`src/rtl/mem_bus_adapter.sv`:
```
// ============================================================================
// Module      : mem_bus_adapter
// Description : Bridges a CPU's fetch/load/store requests onto a single
//               Avalon-MM style master port, one transfer at a time.
// Revision    : 1.0 - initial release
// ============================================================================
`default_nettype none

module mem_bus_adapter (
    input  logic        clk,
    input  logic        reset,
    input  logic        fetch_req,
    input  logic [31:0] instr_address,
    output logic [31:0] instr_readdata,
    input  logic        data_read,
    input  logic        data_write,
    input  logic [31:0] data_address,
    input  logic [31:0] data_writedata,
    input  logic [3:0]  data_byteenable,
    output logic [31:0] data_readdata,
    output logic        stall,
    output logic        proto_err,
    output logic [31:0] avm_address,
    output logic        avm_read,
    output logic        avm_write,
    output logic [31:0] avm_writedata,
    output logic [3:0]  avm_byteenable,
    input  logic [31:0] avm_readdata,
    input  logic        avm_waitrequest
);

    localparam logic [1:0] c_IDLE    = 2'd0;
    localparam logic [1:0] c_BUS     = 2'd1;
    localparam logic [1:0] c_DONE    = 2'd2;

    localparam logic [1:0] c_K_FETCH = 2'd0;
    localparam logic [1:0] c_K_READ  = 2'd1;
    localparam logic [1:0] c_K_WRITE = 2'd2;

    logic [1:0]  r_state;
    logic [1:0]  w_state_nxt;
    logic [1:0]  r_kind;
    logic [29:0] r_addr;
    logic [31:0] r_wdata;
    logic [3:0]  r_be;
    logic        r_proto_err;
    logic [31:0] r_instr_rdata;
    logic [31:0] r_data_rdata;

    logic        w_any_req;
    logic        w_multi_req;
    logic        w_accept;
    logic        w_stall;
    logic        w_rd;
    logic        w_wr;
    logic        w_done_xfer;
    logic [1:0]  w_req_kind;
    logic [29:0] w_req_addr;
    logic [31:0] w_req_wdata;
    logic [3:0]  w_req_be;
    logic        w_unused_addr_bits;

    // Byte offsets never reach the bus; the word address is all that is kept.
    assign w_unused_addr_bits = ^{instr_address[1:0], data_address[1:0]};

    assign w_any_req   = fetch_req | data_read | data_write;
    assign w_multi_req = (fetch_req & data_read) | (fetch_req & data_write) |
                         (data_read & data_write);

    always_comb begin
        w_req_kind  = c_K_FETCH;
        w_req_addr  = instr_address[31:2];
        w_req_wdata = 32'h0;
        w_req_be    = 4'hF;
        if (data_write) begin
            w_req_kind  = c_K_WRITE;
            w_req_addr  = data_address[31:2];
            w_req_wdata = data_writedata;
            w_req_be    = data_byteenable;
        end else if (data_read) begin
            w_req_kind  = c_K_READ;
            w_req_addr  = data_address[31:2];
            w_req_wdata = data_writedata;
            w_req_be    = data_byteenable;
        end
    end

    always_ff @(posedge clk or posedge reset) begin
        if (reset) begin
            r_state <= c_IDLE;
        end else begin
            r_state <= w_state_nxt;
        end
    end

    always_comb begin
        w_state_nxt = r_state;
        w_stall     = 1'b0;
        w_rd        = 1'b0;
        w_wr        = 1'b0;
        w_accept    = 1'b0;
        w_done_xfer = 1'b0;
        case (r_state)
            c_IDLE: begin
                w_stall  = w_any_req;
                w_accept = w_any_req;
                if (w_any_req) begin
                    w_state_nxt = c_BUS;
                end
            end
            c_BUS: begin
                w_stall = 1'b1;
                w_rd    = (r_kind != c_K_WRITE);
                w_wr    = (r_kind == c_K_WRITE);
                if (!avm_waitrequest) begin
                    w_done_xfer = 1'b1;
                    w_state_nxt = c_DONE;
                end
            end
            c_DONE: begin
                w_state_nxt = c_IDLE;
            end
            default: begin
                w_state_nxt = c_IDLE;
            end
        endcase
    end

    // Request latches only move on acceptance, so the bus side stays frozen
    // for as long as the slave holds waitrequest.
    always_ff @(posedge clk or posedge reset) begin
        if (reset) begin
            r_kind  <= c_K_FETCH;
            r_addr  <= 30'h0;
            r_wdata <= 32'h0;
            r_be    <= 4'h0;
        end else if (w_accept) begin
            r_kind  <= w_req_kind;
            r_addr  <= w_req_addr;
            r_wdata <= w_req_wdata;
            r_be    <= w_req_be;
        end
    end

    always_ff @(posedge clk or posedge reset) begin
        if (reset) begin
            r_proto_err <= 1'b0;
        end else if (r_state == c_IDLE && w_multi_req) begin
            r_proto_err <= 1'b1;
        end
    end

    always_ff @(posedge clk or posedge reset) begin
        if (reset) begin
            r_instr_rdata <= 32'h0;
            r_data_rdata  <= 32'h0;
        end else if (w_done_xfer) begin
            if (r_kind == c_K_FETCH) begin
                r_instr_rdata <= avm_readdata;
            end else if (r_kind == c_K_READ) begin
                r_data_rdata <= avm_readdata;
            end
        end
    end

    assign stall          = w_stall;
    assign proto_err      = r_proto_err;
    assign instr_readdata = r_instr_rdata;
    assign data_readdata  = r_data_rdata;
    assign avm_read       = w_rd;
    assign avm_write      = w_wr;
    assign avm_address    = {r_addr, 2'b00};
    assign avm_writedata  = r_wdata;
    assign avm_byteenable = r_be;

endmodule

`default_nettype wire

```
`config.mk`:
```
export PLATFORM = sky130hd
export DESIGN_NAME = mem_bus_adapter
export DESIGN_NICKNAME = d
export VERILOG_FILES = /design/src/rtl/mem_bus_adapter.sv
export SDC_FILE = /design/constraint.sdc
export NUM_CORES = 1
export LEC_CHECK = 0
export CAP_MARGIN = 20
export CORE_ASPECT_RATIO = 1.1
export CORE_MARGIN = 4
export CORE_UTILIZATION = 43
export DETAILED_ROUTE_END_ITERATION = 16
export GPL_ROUTABILITY_DRIVEN = 0
export PLACE_DENSITY = 0.85
export SYNTH_ARGS = -nofsm -noshare
export SYNTH_HDL_FRONTEND = slang
export SYNTH_SLANG_ARGS = --single-unit
```
`constraint.sdc`:
```
create_clock -name clk -period 7.35 [get_ports clk]
set_clock_uncertainty 0.05 [all_clocks]
set_input_delay 0.735 -clock clk [delete_from_list [all_inputs] [get_ports clk]]
set_output_delay 0.735 -clock clk [all_outputs]
set_load 0.005 [all_outputs]
```
==> results.sh <==
export IMPL_slowest_delay_ps=670
export IMPL_crit_type="in2out"
export IMPL_ant_nets=0
export IMPL_yosysWarnings=0
export IMPL_outcome="complete, no violations"
export IMPL_final_area_um2=8880
export IMPL_syn_to_final_growth_pct=61.5
export IMPL_r2r_setup_slack_ps=4950
export IMPL_postLayoutCoreUtil=0.705
export IMPL_crit_arrival_ps=2740
export IMPL_vias=3981
export IMPL_hold_buffers=0
export IMPL_drt_pass1_iterations=4
export IMPL_yosysSeqAreaShare=0.614
export IMPL_drive_above_1_share=0.262
export IMPL_die_area_um2=14700
export IMPL_synth_seq_cells=135
export IMPL_pwr_share_clk=0.237
export IMPL_path_common_cell="clkdlybuf4s50_1"
export IMPL_clkTransAtPathRegs_ps=60
export IMPL_finalSetupViolCount=0
export IMPL_maxSlewViolCount=0
export IMPL_root_buffer="clkbuf_16"
export IMPL_final_net_count=750
export IMPL_cp_cell_sequence="clkdlybuf4s50_1 -> or2_2 -> nor3_1 -> nor2_1 -> clkdlybuf4s50_1"
export IMPL_synth_cell_type_count=29
export IMPL_slew_headroom=0.286
export IMPL_grt_pass1_vias=4425
export IMPL_post_route_period_util=0.479
export IMPL_tightest_slew_ps=1070
export IMPL_post_cts_resized=0
export IMPL_ioPinCount=274
export IMPL_netSwitchingPower_mw=0.936
export IMPL_path_max_fanout=35
export IMPL_cts_sink_count=135
export IMPL_cts_tree="done"
export IMPL_crit_path_end_kind="output pin"
export IMPL_p_leak_nw=3.83
export IMPL_overflow=0
export IMPL_fmax_ghz=0.284
export IMPL_vias_per_cell=5.10
export IMPL_p_per_area_nw_per_um2=394
export IMPL_antenna_cells=0
export IMPL_finalNonFillerCells=780
export IMPL_die_width_um=116
export IMPL_pwr_share_seq=0.368
export IMPL_antenna_found_initial=0
export IMPL_pwr_share_comb=0.394
export IMPL_start_util=0.437
export IMPL_core_um2=12600
export IMPL_finalPower_mw=3.50
export IMPL_tns_ps=0
export IMPL_synth_area_um2=5500
export IMPL_dpl_cell_count=749
export IMPL_cts_htree_levels=4
export IMPL_post_cts_buffers=0
export IMPL_cp_slowest_cell="or2_2"
export IMPL_hold_viol_final=0
export IMPL_ir_drop_v=0.000277
export IMPL_port_buffers=267
export IMPL_die_height_um=127
export IMPL_first_iter_violations=240
export IMPL_dp_hpwl_um=11400
export IMPL_numCtsBuffers=17
export IMPL_crit_required_ps=6570
export IMPL_grt_max_degree=69
export IMPL_fillCellCount=843
export IMPL_routed_wl_um=15800
export IMPL_drc=0
export IMPL_p_int_mw=2.56
export IMPL_wire_per_inst_um=20.3
export IMPL_switching_share=0.268
export IMPL_rsz0062_at_grt="false"
export IMPL_track_usage=0.216
export IMPL_netlist_instances=344
export IMPL_drv_cap=0
export IMPL_grt_pass1_wl_um=24200
export IMPL_synth_avg_cell_area_um2=16.0
export IMPL_rows=43
export IMPL_startpoint_type="input pin"
export IMPL_clock_path_buffers=2
export IMPL_insertion_delay_ps=400
export IMPL_worstHoldPathType="reg2reg"
export IMPL_period_needed_ps=3520
export IMPL_placed_cell_area_um2=8270
==> final timing paths <==
check                                   start            endpoint  cells after the start
max in group asynchronous               reset           proto_err                      3
min in group asynchronous               reset    avm_writedata[2]                      2
max                                data_write               stall                      5
min                        instr_readdata[26]  instr_readdata[26]                      1
min reg2reg                instr_readdata[26]  instr_readdata[26]                      1
max reg2reg                        r_state[1]   data_readdata[16]                      3
==> per-stage QoR <==
step / setup slack, ps / hold WS (ps)
2_1_floorplan: 2950 / 398
3_3_place_gp: 3800 / 412
3_5_place_dp: 3730 / 414
4_1_cts: 3740 / 441
5_1_grt: 3640 / 461
6_report: 3830 / 437
==> cells in the final DEF, fill, tap and decap left out, types with 3 or more instances in the layout <==
master / Yosys / final
mux2_2: 93 / 93
inv_6: 0 / 4
dfrtp_1: 135 / 135
mux2_4: 30 / 30
nor2_1: 3 / 3
a22o_1: 32 / 32
clkbuf_16: 0 / 17
o22a_1: 4 / 4
clkdlybuf4s50_1: 0 / 267
buf_4: 5 / 4
==> critical path: cells and delay by family <==
family | cells | cell delay [ps]
and+or+nand+nor | 3 | 920
buffers and inverters | 2 | 1080
==> synth_stat cells <==
master,instances,share of area
a21oi_1,2,0.0018
a22o_1,32,0.051
a32o_1,1,0.0018
and2_1,1,0.0011
buf_2,12,0.011
buf_4,5,0.0068
buf_6,3,0.0061
clkbuf_1,4,0.0027
conb_1,1,0.00068
dfrtp_1,135,0.61
inv_1,2,0.0014
inv_2,1,0.00068
mux2_1,2,0.0041
mux2_2,93,0.19
mux2_4,30,0.082
nand2_1,1,0.00068
nand2b_1,1,0.0011
nor2_1,3,0.0020
nor2b_1,1,0.0011
nor3_1,2,0.0018
nor3b_1,1,0.0014
nor4_2,1,0.0023
o21a_1,1,0.0014
o21ai_0,1,0.00091
o21ai_1,1,0.00091
o21bai_1,1,0.0014
o22a_1,4,0.0064
or2_2,1,0.0011
or4_1,1,0.0014
==> metal layers <==
metal	vias up	track usage	wire, um
met5	-	0	0
met4	0	0.0601	238
met3	19	0.0897	1560
met2	197	0.363	7930
met1	1978	0.253	6090
li1	1787	-	-
==> flip-flops by register name, summed over array words and instances, names as in the netlist <==
signal and flops:
r_addr 30, avm_writedata 32, proto_err 1, r_kind 2
avm_byteenable 4, data_readdata 32, instr_readdata 32, r_state 2
==> power groups by stage <==
stage               clock [mW]  combinational (mW)  sequential [mW]
global placement             0                1.34             1.26
global route             0.882                1.47             1.33
detailed placement           0                1.37             1.29
finish                   0.829                1.38             1.29
CTS                      0.844                1.39             1.29
floorplan                    0               0.475             1.29
==> layout make-up <==
cell class | instances | area (um2) | area share
timing repair buffer | 272 | 2730 | 0.307
sequential | 135 | 3380 | 0.380
tap | 157 | 196 | 0.0221
clock inverter | 10 | 121 | 0.0137
multi-input combinational | 183 | 1980 | 0.223
inverter | 3 | 16.3 | 0.00183
clock buffer | 20 | 457 | 0.0514
==> cell families (layout without fill, tap and decap cells) <==
kind of cell / after synthesis / after routing / share of synthesized area
compound gates: 43 / 43 / 0.0655
buf+inv: 27 / 305 / 0.0287
flops: 135 / 135 / 0.614
mux: 125 / 125 / 0.277
other cells: 1 / 2 / 0.000682
simple gates: 13 / 13 / 0.0141
(Power assumes the default switching activity.)
==> RTL change: new RTL, config.mk and constraints unchanged <==
Reset style: synchronous (`reset`), changed in 4 clocked blocks.
--- a/src/rtl/mem_bus_adapter.sv
+++ b/src/rtl/mem_bus_adapter.sv
@@ -85,7 +85,7 @@
         end
     end
 
-    always_ff @(posedge clk or posedge reset) begin
+    always_ff @(posedge clk) begin
         if (reset) begin
             r_state <= c_IDLE;
         end else begin
@@ -128,7 +128,7 @@
 
     // Request latches only move on acceptance, so the bus side stays frozen
     // for as long as the slave holds waitrequest.
-    always_ff @(posedge clk or posedge reset) begin
+    always_ff @(posedge clk) begin
         if (reset) begin
             r_kind  <= c_K_FETCH;
             r_addr  <= 30'h0;
@@ -142,7 +142,7 @@
         end
     end
 
-    always_ff @(posedge clk or posedge reset) begin
+    always_ff @(posedge clk) begin
         if (reset) begin
             r_proto_err <= 1'b0;
         end else if (r_state == c_IDLE && w_multi_req) begin
@@ -150,7 +150,7 @@
         end
     end
 
-    always_ff @(posedge clk or posedge reset) begin
+    always_ff @(posedge clk) begin
         if (reset) begin
             r_instr_rdata <= 32'h0;
             r_data_rdata  <= 32'h0;
Formal check against the unedited RTL: differs if reset is asserted again (counterexample within 4 cycles, from zero or initial values and one cycle with reset high); with reset held inactive, the same outputs for 4 cycles.
==> RTL change against the original RTL <==
  * Sequential share of layout area is 7.7 points lower
  * Setup slack better by 0.12 ns
  * Routed wire length increased by 11%
  * Critical path depth stayed put
  * Final cell count is 30% higher
  * First-iteration DRC count rose by 32%
  * Global-route usage grew 1.1 points
  * Sequential cell count did not move
  * Area after synthesis up 0.96%
  * Final area increased by 0.21%
  * Synthesized cell count is 77% higher
Power is not compared: it rests on default switching activity, and its combinational part moved more than twofold at a synthesized area within 25%.
==> RTL change: results (changes against the original RTL) <==
stage	metric	value	unit	change
worst_setup_path	R2R cell count	3		unchanged
clocking	# Post-CTS Setup Buffers	0		unchanged
logic_synthesis	register area share after synthesis	48.7	%	was 61.4%
hold_path	hold path cells	2		was 1
power	Comb. pwr	0.000335	W	
logic_synthesis	synth warn	0		unchanged
power	Peak VDD IR	0.132	mV	
worst_setup_path	crit path DAT	2.61	ns	was 2.74 ns
global_routing	number of global-route vias before repair	5513		was 4425
final_layout	# fillers	965		was 843
clocking	Post-CTS Resized	0		unchanged
final_layout	layout net count	984		was 750
global_routing	total global routing track utilization	22.7	%	was 21.6%
clocking	root buffer cell	clkbuf_16		unchanged
global_routing	largest net degree at the start of global routing	118		was 69
routing	drt initial violations	317		was 240
clocking	clock buffer depth	2		unchanged
place	post-DP HPWL	12300	µm	was 11400 µm
outcome	status	complete, no violations		unchanged
final_layout	share of post-route cells with drive strength above 1	5.59	%	was 26.2%
routing	WL met2	8390	µm	was 7930 µm
logic_synthesis	Synth cell types	27		was 29
global_routing	antenna violations before repair	0		unchanged
logic_synthesis	most frequent cells after synthesis	dfxtp_1, nand2b_1, a21oi_1		was dfrtp_1, mux2_2, a22o_1
hold_path	worst min-delay path class	reg -> reg		unchanged
global_routing	first-pass GRT wire length	26900	µm	was 24200 µm
timing	actual slew at the worst max-slew pin	1.03	ns	was 1.07 ns
clocking	cts bufs inserted	17		unchanged
routing	vias per inst	5.37		was 5.10
routing	met3 routed WL	1890	µm	was 1560 µm
power	net load switching power	0.000481	W	
logic_synthesis	Synth area leaders	dfxtp_1, mux2i_1, nand2b_1, a21oi_1, a311oi_1		was dfrtp_1, mux2_2, mux2_4, a22o_1, buf_2
power	Clock group	0.000869	W	
routing	Top Layer Used	met4		unchanged
timing	setup tns final	0	ns	unchanged
worst_setup_path	crit path max fanout	7		was 35
power	static leakage	3.43	nW	
final_layout	diode count	0		unchanged
routing	DR pass1 iterations	4		unchanged
clocking	clock latency on the worst-skew pair	0.40	ns	about the same
clocking	Worst-path clk slew	0.05	ns	
routing	wl on met1	6750	µm	was 6090 µm
logic_synthesis	fraction of registers with async set or reset after synthesis	0	%	was 100%
place	I/O Buffers	267		unchanged
clocking	H-tree depth	4		unchanged
routing	Detailed Route WL	17600	µm	was 15800 µm
RTL change: worst paths after layout:
check	end	slack, ns	startpoint
max	stall	3.95	data_write
max reg2reg	data_readdata[7]	5.17	r_state[0]
min reg2reg	instr_readdata[1]	0.42	instr_readdata[1]
min	instr_readdata[1]	0.42	instr_readdata[1]
RTL change: layout make-up:
type / instances / share of cell area (%)
well taps: 157 / 2.21
clock buffers: 21 / 5.18
clock inverters: 11 / 1.66
repair buffers: 275 / 31.2
inverters: 2 / 0.0844
multi-input cells: 415 / 29.3
flip-flops and latches: 135 / 30.4
RTL change: metal layers:
metal / vias up / global-route usage [%]
met1: 2567 / 25.4
met3: 44 / 9.24
met5: - / 0
li1: 2584 / -
met4: 0 / 9.69
met2: 256 / 37.8
RTL change: critical path: stages:
cell,delay [ns]
clkdlybuf4s50_1,0.54
or3_1,0.61
nor2_1,0.19
nor2_1,0.06
clkdlybuf4s50_1,0.48
RTL change: stage by stage:
stage          total power (W)  cells  area [µm²]  hold slack (ns)  setup slack [ns]
5_1_grt                0.00209   1016        8900            0.438              3.88
6_report               0.00201   1016        8900            0.419              3.95
4_1_cts                0.00202   1015        8870            0.422              3.95
3_3_place_gp           0.00114    981        8220            0.401              3.46
3_5_place_dp           0.00115    983        8260            0.413              3.97
2_1_floorplan         0.000950    610        5550            0.403              5.17
RTL change: cell families after synthesis:
family | synth area share [%]
simple gates | 20.2
compound gates | 14.4
flops | 48.7
mux | 11.5
buf+inv | 4.94
fa+ha+maj | 0.180
other cells | 0.0676
